$ cat config.mk
export PLATFORM = sky130hd
export DESIGN_NAME = lsu_dm
export DESIGN_NICKNAME = d
export VERILOG_FILES = /design/src/rtl/lsu_dm.sv
export SDC_FILE = /design/constraint.sdc
export NUM_CORES = 1
export LEC_CHECK = 0
export BUFFER_PORTS_ARGS = -buffer_cell sky130_fd_sc_hd__buf_2
export CAP_MARGIN = 20
export CORE_MARGIN = 3
export CORE_UTILIZATION = 30
export CTS_BUF_LIST = sky130_fd_sc_hd__clkbuf_2 sky130_fd_sc_hd__clkbuf_4 sky130_fd_sc_hd__clkbuf_8
export DETAILED_ROUTE_END_ITERATION = 8
export GPL_TIMING_DRIVEN = 1
export HOLD_SLACK_MARGIN = 0.02
export PLACE_DENSITY = 0.54
export RECOVER_POWER = 25
export SLEW_MARGIN = 20
export SYNTH_ARGS = -nofsm -noshare
export SYNTH_HDL_FRONTEND = slang
export SYNTH_SLANG_ARGS = --single-unit
$ cat constraint.sdc
create_clock -name clk -period 2.2 [get_ports clk]
set_input_delay 0.33 -clock clk [delete_from_list [all_inputs] [get_ports clk]]
set_output_delay 0.33 -clock clk [all_outputs]
set_load 0.05 [all_outputs]
$ cat src/rtl/lsu_dm.sv
// rtl/lsu_dm.sv - load/store unit driving a word-addressed data memory
//
// Purpose: accepts one load/store request at a time and performs it against a
// data memory whose read data is registered (one cycle behind the address).
// Sub-word stores are done as read-modify-write. Rejected requests leave the
// memory untouched and complete with err=1.
//
// Ports:
//   clk, rst            clock, synchronous active-high reset
//   req, is_store       request strobe (taken only while ready=1), direction
//   funct3              RISC-V width/sign encoding
//   addr, wdata         byte address, store data
//   ready, done, err    idle flag, one-cycle completion pulse, reject flag
//   rdata               last load result
//   dm_addr, dm_wd      data-memory word index and write data
//   dm_we, dm_rd        data-memory write enable and registered read data
module lsu_dm #(
   parameter int ADDR_W = 5
) (
   input  logic              clk,
   input  logic              rst,
   input  logic              req,
   input  logic              is_store,
   input  logic [2:0]        funct3,
   input  logic [31:0]       addr,
   input  logic [31:0]       wdata,
   output logic              ready,
   output logic              done,
   output logic              err,
   output logic [31:0]       rdata,
   output logic [ADDR_W-1:0] dm_addr,
   output logic [31:0]       dm_wd,
   output logic              dm_we,
   input  logic [31:0]       dm_rd
);

   typedef enum logic [2:0] {
      S_IDLE,
      S_RD,
      S_CAP,
      S_WR,
      S_DONE
   } state_t;

   state_t state, next_state;

   logic              store_q;
   logic [2:0]        f3_q;
   logic [ADDR_W+1:0] addr_q;
   logic [15:0]       wdata_q;
   logic              err_q;
   logic [31:0]       rdata_q;
   logic [31:0]       dm_wd_q;

   logic        f3_ok;
   logic        misaligned;
   logic        out_of_range;
   logic        req_err;
   logic        is_sw;
   logic [4:0]  byte_sh;
   logic [7:0]  byte_lane;
   logic [15:0] half_lane;
   logic [31:0] load_val;
   logic [31:0] merged;

   // Request legality, evaluated on the live inputs in the accepting cycle.
   always_comb begin
      f3_ok = 1'b0;
      if (is_store)
         f3_ok = (funct3 == 3'b000) || (funct3 == 3'b001) || (funct3 == 3'b010);
      else
         f3_ok = (funct3 == 3'b000) || (funct3 == 3'b001) || (funct3 == 3'b010) ||
                 (funct3 == 3'b100) || (funct3 == 3'b101);
   end

   assign misaligned   = ((funct3[1:0] == 2'b01) && addr[0]) ||
                         ((funct3[1:0] == 2'b10) && (addr[1:0] != 2'b00));
   assign out_of_range = |addr[31:ADDR_W+2];
   assign req_err      = !f3_ok || misaligned || out_of_range;
   assign is_sw        = is_store && (funct3 == 3'b010);

   // Lane extraction from the registered memory word (little-endian).
   assign byte_sh   = {addr_q[1:0], 3'b000};
   assign byte_lane = dm_rd[byte_sh +: 8];
   assign half_lane = addr_q[1] ? dm_rd[31:16] : dm_rd[15:0];

   always_comb begin
      load_val = dm_rd;
      case (f3_q)
         3'b000:  load_val = {{24{byte_lane[7]}}, byte_lane};
         3'b001:  load_val = {{16{half_lane[15]}}, half_lane};
         3'b100:  load_val = {24'd0, byte_lane};
         3'b101:  load_val = {16'd0, half_lane};
         default: load_val = dm_rd;
      endcase
   end

   // Read-modify-write merge; only consulted for SB/SH in CAP.
   always_comb begin
      merged = dm_rd;
      if (f3_q[1:0] == 2'b00)
         merged[byte_sh +: 8] = wdata_q[7:0];
      else
         merged[{addr_q[1], 4'b0000} +: 16] = wdata_q;
   end

   always_ff @(posedge clk) begin
      if (rst)
         state <= S_IDLE;
      else
         state <= next_state;
   end

   always_comb begin
      next_state = state;
      ready      = 1'b0;
      done       = 1'b0;
      dm_we      = 1'b0;
      case (state)
         S_IDLE: begin
            ready = 1'b1;
            if (req) begin
               if (req_err)
                  next_state = S_DONE;
               else if (is_sw)
                  next_state = S_WR;
               else
                  next_state = S_RD;
            end
         end
         S_RD:  next_state = S_CAP;
         S_CAP: next_state = store_q ? S_WR : S_DONE;
         S_WR: begin
            // A reset landing on the write cycle must not corrupt memory.
            dm_we      = !rst;
            next_state = S_DONE;
         end
         S_DONE: begin
            done       = 1'b1;
            next_state = S_IDLE;
         end
         default: next_state = S_IDLE;
      endcase
   end

   always_ff @(posedge clk) begin
      if (rst) begin
         store_q <= 1'b0;
         f3_q    <= 3'b000;
         addr_q  <= '0;
         wdata_q <= 16'd0;
         err_q   <= 1'b0;
         rdata_q <= 32'd0;
         dm_wd_q <= 32'd0;
      end else begin
         case (state)
            S_IDLE: begin
               if (req) begin
                  store_q <= is_store;
                  f3_q    <= funct3;
                  addr_q  <= addr[ADDR_W+1:0];
                  wdata_q <= wdata[15:0];
                  err_q   <= req_err;
                  if (is_sw)
                     dm_wd_q <= wdata;
               end
            end
            S_CAP: begin
               if (store_q)
                  dm_wd_q <= merged;
               else
                  rdata_q <= load_val;
            end
            S_DONE: err_q <= 1'b0;
            default: ;
         endcase
      end
   end

   assign err     = err_q;
   assign rdata   = rdata_q;
   assign dm_wd   = dm_wd_q;
   assign dm_addr = addr_q[ADDR_W+1:2];

endmodule

==> results.py, run 1 <==
metrics = {
    "worst_hold_path": {
        "hold_class": "in -> reg",
    },
    "status": {
        "outcome": "completed",
    },
    "grt": {
        "grt_pass1_vias": 5365,
        "gr-total-overflow": 0,
        "grt_max_degree": 112,
        "track_usage": 0.1979,
        "antenna_found_initial": 1,
        "grt_pass1_wl_um": 31280,
    },
    "finish": {
        "area_growth_pct": 23.41,
        "final_nets": 915,
        "n_fill_cell": 1856,
        "final_area_um2": 6782,
        "fin_util": 0.3854,
        "antenna_cells": 0,
        "seqCellArea_um2": 1903,
        "drive_gt1_frac": 0.2833,
        "multi_input_area_um2": 3307,
    },
    "pwr": {
        "power_w": 0.003669,
        "pwr-share-seq": 0.496,
        "p_int_w": 0.002512,
        "p_switching_w": 0.001158,
        "swShare": 0.3155,
        "comb_power_share": 0.196,
        "clkPwrFrac": 0.309,
        "powerDensity_nw_per_um2": 541.1,
        "power.leakage_nw": 2.596,
        "peakVddDrop_mv": 0.3043,
    },
    "synth": {
        "synth_top_area_cell": "dfxtp_1",
        "syn_area_um2": 5495,
        "yosysUniqueCellTypes": 50,
        "synthArstFlopShare": 0,
        "synthMuxAreaShare": 0.1150,
        "ys_top_cells_by_count": "nand2_1 (99), dfxtp_1 (95), nor2_1 (72), a21oi_1 (68), mux2_2 (33)",
        "yosys_warnings": 0,
        "synth_top_family_by_area": "compound AO/OA/AOI/OAI gates",
        "synthFlopType": "dfxtp_1",
        "yosys.area_share.adder": 0.01138,
        "seq_area_frac_synth": 0.3461,
        "synth.net_count": 764,
        "synth_edf_count": 0,
        "syn_inst": 656,
        "avgSynthCellArea_um2": 8.377,
        "synth_xor_area_frac": 0,
        "ys_ff_latch": 95,
        "synth_area_leaders": "dfxtp_1 (35%), mux2_2 (6.8%), nand2_1 (6.8%), a21oi_1 (6.2%), a221o_1 (5.8%)",
        "yosys.area_share.simple": 0.2272,
        "synth.most_common_cell": "nand2_1",
        "synth_top_area_frac": 0.3461,
        "synth_compound_area_frac": 0.2409,
    },
    "worst_setup_path": {
        "slowest_stage": "dfxtp_1",
        "cpPeakStageDelay_ns": 0.41,
        "crit_chain": "clkbuf_1 -> nor2_1 -> and2_1 -> buf_2",
        "cp-end-kind": "output port",
        "cp_max_fo": 6,
        "worstPathRequired_ns": 1.87,
        "crit_type": "reg -> out",
        "critical_path.startpoint_type": "flip-flop",
        "cp.arrival_ns": 1.70,
    },
    "drt": {
        "firstDrtPassIters": 5,
        "route.detailed.drc": 0,
        "wirelength_um": 20250,
        "via_count": 5598,
        "postRouteAntennaNets": 0,
        "drt_iter0_markers": 443,
        "wire_per_inst_um": 19.52,
        "viasPerCell": 5.398,
    },
    "run": {
        "max_cap_violations": 0,
    },
    "timing": {
        "hold_violations": 0,
        "setup_viol": 0,
        "period_needed_ns": 2.028,
        "setup_ws_ns": 0.1717,
        "final.setup.tns_ns": 0,
        "tightest_slew_ns": 0.6586,
        "finalCritPeriodShare": 0.9220,
        "timing.final.max_slew_violations": 0,
        "max_slew_margin": 0.5628,
        "worst_clock_skew_ns": 0.01644,
        "clock.fmax_ghz": 0.4930,
        "rsz0062_at_grt": "false",
    },
    "floorplan": {
        "core_um2": 17600,
        "fp.dieH_um": 141.3,
        "rows": 48,
        "start_util": 0.3123,
        "io_pins": 176,
        "dieArea_um2": 19980,
        "die_w_um": 141.3,
    },
    "placement": {
        "placed_area_um2": 6654,
        "place_hpwl_um": 14700,
        "dp_worst_setup_slack_ns": 0.2759,
        "gp_congestion": 0.8164,
        "port_buffers": 175,
    },
    "cts": {
        "cts_sinks": 95,
        "cts_setup_buffers": 0,
        "htree_levels": 3,
        "clock_latency_ns": 0.39,
        "holdBufCountCts": 0,
        "cts_tree": "yes",
        "cts-buffers-inserted": 9,
        "clk_pin_slew_ns": 0.09,
        "cts_repair_resize_count": 0,
        "clockBufferDepth": 2,
        "cts_root_buf": "clkbuf_8",
    },
}
[state kept, by name (all words and copies together), names as in the netlist]
signal,cells
dm_wd,32
rdata,32
wdata_q,16
addr_q,7
f3_q,3
state,3
err,1
store_q,1
[final cells by class]
type / instances / area share
Clock buffer: 11 / 0.02232
Clock inverter: 5 / 0.004613
Inverter: 5 / 0.003137
Multi-Input combinational cell: 491 / 0.4876
Sequential cell: 95 / 0.2806
Tap cell: 225 / 0.04151
Timing Repair Buffer: 205 / 0.1601
[cells in the final DEF (no fill, tap or decap), drive strengths merged]
cell type	synthesis	routed
buf	33	163
nand2	99	99
dfxtp	95	95
nor2	72	72
a21oi	68	68
clkbuf	32	53
mux2	41	41
a221o	32	32
nor3	22	22
nand3b	18	18
a211oi	18	18
mux2i	17	17
o41ai	17	17
a221oi	16	16
nor3b	10	10
nor2b	8	8
nor4	8	8
a2111oi	8	8
a311oi	7	7
inv	5	6
ha	5	5
nor4b	3	3
clkinv	0	3
or2	3	3
nor4bb	2	2
o21ai	2	2
nand4	2	2
nand2b	2	2
a22oi	2	2
and2	1	1
or3b	1	1
and4b	1	1
a22o	1	1
or3	1	1
o22ai	1	1
o31a	1	1
or4b	1	1
o2111ai	1	1
clkinvlp	0	1
[metal layers]
metal  share of wire  global-route usage
met5         0.00035                   0
met4           0.018             0.04691
met3           0.077             0.05831
met2            0.42              0.2872
met1            0.49              0.2877
[logic make-up (layout without fill, tap and decap cells)]
family                   Yosys count  after routing
AND/OR/NAND/NOR                  254            254
multiplexers                      58             58
buffers and inverters             70            226
flip-flops                        95             95
adder cells (fa/ha/maj)            5              5
AO/OA/AOI/OAI                    174            174
[power by group through the flow]
stage | logic (W) | clock network (W) | registers [W]
after floorplan | 0.000417 | 0 | 0.00187
after global placement | 0.000716 | 0 | 0.00186
after detailed placement | 0.000718 | 0 | 0.00186
after CTS | 0.000720 | 0.00117 | 0.00182
after global routing | 0.000777 | 0.00125 | 0.00183
final | 0.000718 | 0.00113 | 0.00182
[critical path, delay by kind of cell, from the launching register on]
| family | cells | cell delay [ns] |
|---|---|---|
| flip-flops | 1 | 0.41 |
| AND/OR/NAND/NOR | 2 | 0.31 |
| buffers and inverters | 2 | 0.59 |
[worst paths after layout]
path / from / end / slack [ns] / cells past startpoint
worst min-delay path: addr[4] / addr_q[4] / 0.17 / 3
worst max-delay path: state[0] / done / 0.17 / 4
worst min register to register: addr_q[2] / addr_q[2] / 0.46 / 2
worst max register to register: addr_q[1] / dm_wd[7] / 0.24 / 6
[stage by stage]
stage | hold slack (ns) | instances
4_1_cts | 0.1577 | 1037
3_5_place_dp | 0.4463 | 1021
3_3_place_gp | 0.4419 | 1021
2_1_floorplan | 0.4367 | 656
5_1_grt | 0.1546 | 1037
6_report | 0.1745 | 1037
Note: power is estimated with default switching activity, not from simulation.
==> run 2, diff against run 1 <==
==> constraint.sdc (replaced) <==
create_clock -name clk -period 2.2 [get_ports clk]
set_input_delay 0.33 -clock clk [delete_from_list [all_inputs] [get_ports clk]]
set_output_delay 0.33 -clock clk [all_outputs]
set_load 0.005 [all_outputs]
==> results.py, run 2 (same netlist as run 1, synthesis figures left out) <==
metrics = {
    "floorplan": {
        "io_pins": 176,
        "start_util": 0.3123,
        "fp.dieH_um": 141.3,
        "die_w_um": 141.3,
        "core_um2": 17600,
        "rows": 48,
        "dieArea_um2": 19980,
    },
    "worst_setup_path": {
        "cp-end-kind": "flip-flop",
        "r2r-start": "addr_q[1]",
        "cp_max_fo": 11,
        "crit_start": "addr_q[1]",
        "worstPathRequired_ns": 2.46,
        "critical_path.startpoint_type": "flip-flop",
        "cp.arrival_ns": 2.21,
        "cpPeakStageDelay_ns": 0.47,
        "slowest_stage": "dfxtp_2",
        "reg2reg_slack_ns": 0.25,
        "crit_type": "reg -> reg",
        "crit_chain": "inv_4 -> ha_4 -> and4b_1 -> a221o_1 -> a221oi_1 -> nor3_1",
    },
    "cts": {
        "cts_setup_buffers": 0,
        "clk_pin_slew_ns": 0.09,
        "clockBufferDepth": 2,
        "cts-buffers-inserted": 9,
        "holdBufCountCts": 0,
        "cts_sinks": 95,
        "htree_levels": 3,
        "cts_repair_resize_count": 0,
        "clock_latency_ns": 0.38,
        "cts_root_buf": "clkbuf_8",
        "cts_tree": "yes",
    },
    "finish": {
        "layout_commonest_cell": "buf_2",
        "final_cell_mix": "buf_2 (154), nand2_1 (99), dfxtp_1 (94), nor2_1 (72), a21oi_1 (68)",
        "drive_gt1_frac": 0.3117,
        "final_area_um2": 6859,
        "final_nets": 918,
        "antenna_cells": 0,
        "area_growth_pct": 24.82,
        "fin_util": 0.3898,
        "stdcell_count": 1040,
    },
    "placement": {
        "placed_area_um2": 6671,
        "gp_congestion": 0.8134,
        "placed_cells": 1024,
        "place_hpwl_um": 14540,
        "port_buffers": 175,
    },
    "drt": {
        "wire_per_inst_um": 19.30,
        "route.detailed.drc": 0,
        "viasPerCell": 5.409,
        "postRouteAntennaNets": 0,
        "via_count": 5625,
        "drt_iter0_markers": 513,
        "firstDrtPassIters": 5,
        "wirelength_um": 20070,
    },
    "pwr": {
        "power_w": 0.003758,
        "peakVddDrop_mv": 0.2644,
        "power.leakage_nw": 2.722,
        "powerDensity_nw_per_um2": 547.8,
    },
    "timing": {
        "timing.final.max_slew_violations": 0,
        "rsz0062_at_grt": "false",
        "hold_violations": 0,
        "setup_viol": 0,
        "final.setup.tns_ns": 0,
        "period_needed_ns": 1.954,
        "worst_clock_skew_ns": 0.01255,
        "finalCritPeriodShare": 0.8882,
        "tightest_slew_ns": 0.5990,
        "max_slew_margin": 0.5985,
        "clock.fmax_ghz": 0.5117,
    },
    "status": {
        "outcome": "completed",
    },
    "grt": {
        "grt_pass1_wl_um": 30900,
        "track_usage": 0.1961,
        "grt_pass1_vias": 5327,
        "antenna_found_initial": 0,
        "grt_max_degree": 70,
        "gr-total-overflow": 0,
    },
    "worst_hold_path": {
        "hp-start": "addr[4]",
        "hold_class": "in -> reg",
    },
    "run": {
        "max_cap_violations": 0,
    },
}
[run 2: cell count changes in the layout (fill, tap and decap cells not counted), sizes merged]
cell and change:
clkinvlp -1, clkinv -1, clkbuf -20, buf +25
inv -1, bufinv +1
[run 2: critical path: cells and delay by family (launching register included)]
family,cells,cell delay (ns)
adders and majority gates,1,0.25
and+or+nand+nor,2,0.38
DFF,1,0.47
buffers and inverters,1,0.11
AOI/OAI and AO/OA,2,0.61
[run 2: metrics by stage]
step | setup WS [ns] | hold WS [ns]
2_1_floorplan | 0.02193 | 0.4367
5_1_grt | 0.07730 | 0.1641
6_report | 0.2459 | 0.1805
3_3_place_gp | 0.3046 | 0.4413
3_5_place_dp | 0.2915 | 0.4441
4_1_cts | 0.2628 | 0.1588
[run 2: area by class of cell]
| type | count | area, um2 |
|---|---|---|
| Inverter | 5 | 21.27 |
| Multi-Input combinational cell | 491 | 3302 |
| Sequential cell | 95 | 1903 |
| Clock inverter | 3 | 40.04 |
| Fill cell | 1837 | 10740 |
| Clock buffer | 13 | 172.7 |
| Timing Repair Buffer | 208 | 1139 |
| Tap cell | 225 | 281.5 |
[run 2: worst paths after layout]
path,to,depth (start not counted)
setup / recovery,dm_wd[8],6
hold / removal,addr_q[4],3
setup reg to reg,dm_wd[8],6
hold reg to reg,addr_q[2],2
[run 2: power by group]
part	total, W	internal (W)	switching [W]
Combinational	0.000663	0.000288	0.000375
Sequential	0.00182	0.00176	0.0000552
Clock	0.00128	0.000629	0.000650
Total	0.00376	0.00268	0.00108
[run 2: metal layers]
metal | wire, um | track usage | vias up | part of all wire
li1 | - | - | 2742 | -
met2 | 8550 | 0.2882 | 234 | 0.43
met1 | 9803 | 0.2912 | 2630 | 0.49
met4 | 296 | 0.05966 | 0 | 0.015
met5 | 0 | 0 | - | 0
met3 | 1421 | 0.03404 | 19 | 0.071
==> run 3, diff against run 2 <==
==> constraint.sdc (replaced) <==
create_clock -name clk -period 2.2 [get_ports clk]
set_input_delay 0.44 -clock clk [delete_from_list [all_inputs] [get_ports clk]]
set_output_delay 0.44 -clock clk [all_outputs]
set_load 0.005 [all_outputs]
==> results.py, run 3 (same netlist as run 1, synthesis figures left out) <==
metrics = {
    "timing": {
        "worst_clock_skew_ns": 0.01018,
        "finalCritPeriodShare": 0.9189,
        "rsz0062_at_grt": "false",
        "hold_violations": 0,
        "setup_viol": 0,
        "period_needed_ns": 2.022,
        "timing.final.max_slew_violations": 0,
        "max_slew_margin": 0.6268,
        "tightest_slew_ns": 0.5523,
        "setup_ws_ns": 0.1784,
        "clock.fmax_ghz": 0.4947,
        "final.setup.tns_ns": 0,
    },
    "floorplan": {
        "dieArea_um2": 19980,
        "start_util": 0.3123,
        "core_um2": 17600,
        "die_w_um": 141.3,
        "rows": 48,
        "fp.dieH_um": 141.3,
        "io_pins": 176,
    },
    "worst_setup_path": {
        "critical_path.startpoint_type": "flip-flop",
        "r2r-start": "addr_q[1]",
        "cp.arrival_ns": 1.58,
        "r2r_cells": 6,
        "cp_max_fo": 5,
        "worstPathRequired_ns": 1.76,
        "cp-end-kind": "output port",
        "crit_type": "reg -> out",
        "r2r_end": "dm_wd[7]",
        "reg2reg_slack_ns": 0.20,
    },
    "drt": {
        "wire_per_inst_um": 19.28,
        "postRouteAntennaNets": 0,
        "firstDrtPassIters": 5,
        "viasPerCell": 5.420,
        "wirelength_um": 19990,
        "route.detailed.drc": 0,
        "via_count": 5621,
        "drt_iter0_markers": 418,
    },
    "grt": {
        "gr-total-overflow": 0,
        "grt_pass1_vias": 5205,
        "grt_max_degree": 112,
        "grt_pass1_wl_um": 30410,
        "grt_util_met2": 0.2819,
        "grt_util_met1": 0.2916,
        "gr-max-usage-layer": "met1",
        "met3_usage": 0.02932,
        "antenna_found_initial": 0,
        "track_usage": 0.1933,
    },
    "cts": {
        "holdBufCountCts": 0,
        "cts_setup_buffers": 0,
        "cts_repair_resize_count": 0,
        "htree_levels": 3,
        "cts_sinks": 95,
        "cts_tree": "yes",
        "clock_latency_ns": 0.39,
        "cts_root_buf": "clkbuf_8",
        "clk_pin_slew_ns": 0.09,
        "cts-buffers-inserted": 9,
        "clockBufferDepth": 2,
    },
    "placement": {
        "placed_cells": 1021,
        "place_hpwl_um": 14460,
        "gp_congestion": 0.8434,
        "dp_worst_setup_slack_ns": 0.2240,
        "port_buffers": 175,
    },
    "run": {
        "max_cap_violations": 0,
    },
    "worst_hold_path": {
        "hp-start": "addr[2]",
        "holdPathEnd": "addr_q[2]",
        "hold_class": "in -> reg",
        "hold_depth": 3,
    },
    "finish": {
        "multi_input_area_um2": 3302,
        "layout_commonest_cell": "buf_2",
        "antenna_cells": 0,
        "stdcell_count": 1037,
        "final_nets": 915,
        "n_fill_cell": 1871,
        "seqCellArea_um2": 1903,
        "area_growth_pct": 25.18,
        "final_cell_mix": "buf_2 (155), nand2_1 (99), dfxtp_1 (94), nor2_1 (72), a21oi_1 (68)",
        "drive_gt1_frac": 0.3091,
    },
    "status": {
        "outcome": "completed",
    },
    "pwr": {
        "comb_power_share": 0.169,
        "peakVddDrop_mv": 0.2686,
        "power.leakage_nw": 2.717,
        "clkPwrFrac": 0.369,
        "swShare": 0.2791,
        "p_switching_w": 0.001094,
        "p_int_w": 0.002827,
        "powerDensity_nw_per_um2": 570.0,
        "pwr-share-seq": 0.462,
    },
}
==> run 3: worst max-delay path, stage by stage, from the launching register on <==
cell and delay, ns:
dfxtp_1 0.48, clkbuf_1 0.29, nor2_1 0.11, and2_1 0.19, buf_2 0.13
==> run 3: metrics by stage <==
stage                     utilization  total power, W  hold WS [ns]  cell area [um2]
after floorplan                     -        0.002220        0.4367             5520
after global placement         0.3786        0.002511        0.4413             6661
after detailed placement       0.3786        0.002508        0.4448             6661
after CTS                      0.3925        0.003954        0.2652             6907
after global routing           0.3909        0.004094        0.2634             6879
final                          0.3909        0.003921        0.2868             6879
==> run 3: power groups by stage <==
stage                     registers (W)  logic, W  clock network, W
after detailed placement        0.00185  0.000656                 0
after global placement          0.00185  0.000659                 0
after CTS                       0.00181  0.000659           0.00148
final                           0.00181  0.000661           0.00145
after floorplan                 0.00183  0.000391                 0
after global routing            0.00182  0.000719           0.00156
==> run 3: final cells by class <==
| type | instances | share of cell area |
|---|---|---|
| Multi-Input combinational cell | 491 | 0.4800 |
| Sequential cell | 95 | 0.2766 |
| Timing Repair Buffer | 205 | 0.1637 |
| Tap cell | 225 | 0.04092 |
| Clock buffer | 10 | 0.02001 |
| Clock inverter | 6 | 0.01564 |
| Inverter | 5 | 0.003092 |
==> run 3: worst max-delay path by stage <==
| stage | from | endpoint | slack, ns | cells past startpoint |
|---|---|---|---|---|
| after CTS | addr_q[1] | dm_wd[7] | 0.22 | 6 |
| after detailed placement | funct3[1] | dm_wd[29] | 0.22 | 6 |
| after global routing | state[0] | done | 0.03 | 4 |
| final | state[0] | done | 0.18 | 4 |
| after global placement | addr_q[1] | dm_wd[10] | 0.27 | 6 |
| after floorplan | addr_q[1] | dm_wd[8] | 0.02 | 10 |
==> run 3: metal layers <==
| metal | up-vias | routed length (um) |
|---|---|---|
| met5 | - | 0 |
| met4 | 0 | 326 |
| met3 | 20 | 1487 |
| met2 | 245 | 8428 |
| met1 | 2627 | 9750 |
| li1 | 2729 | - |
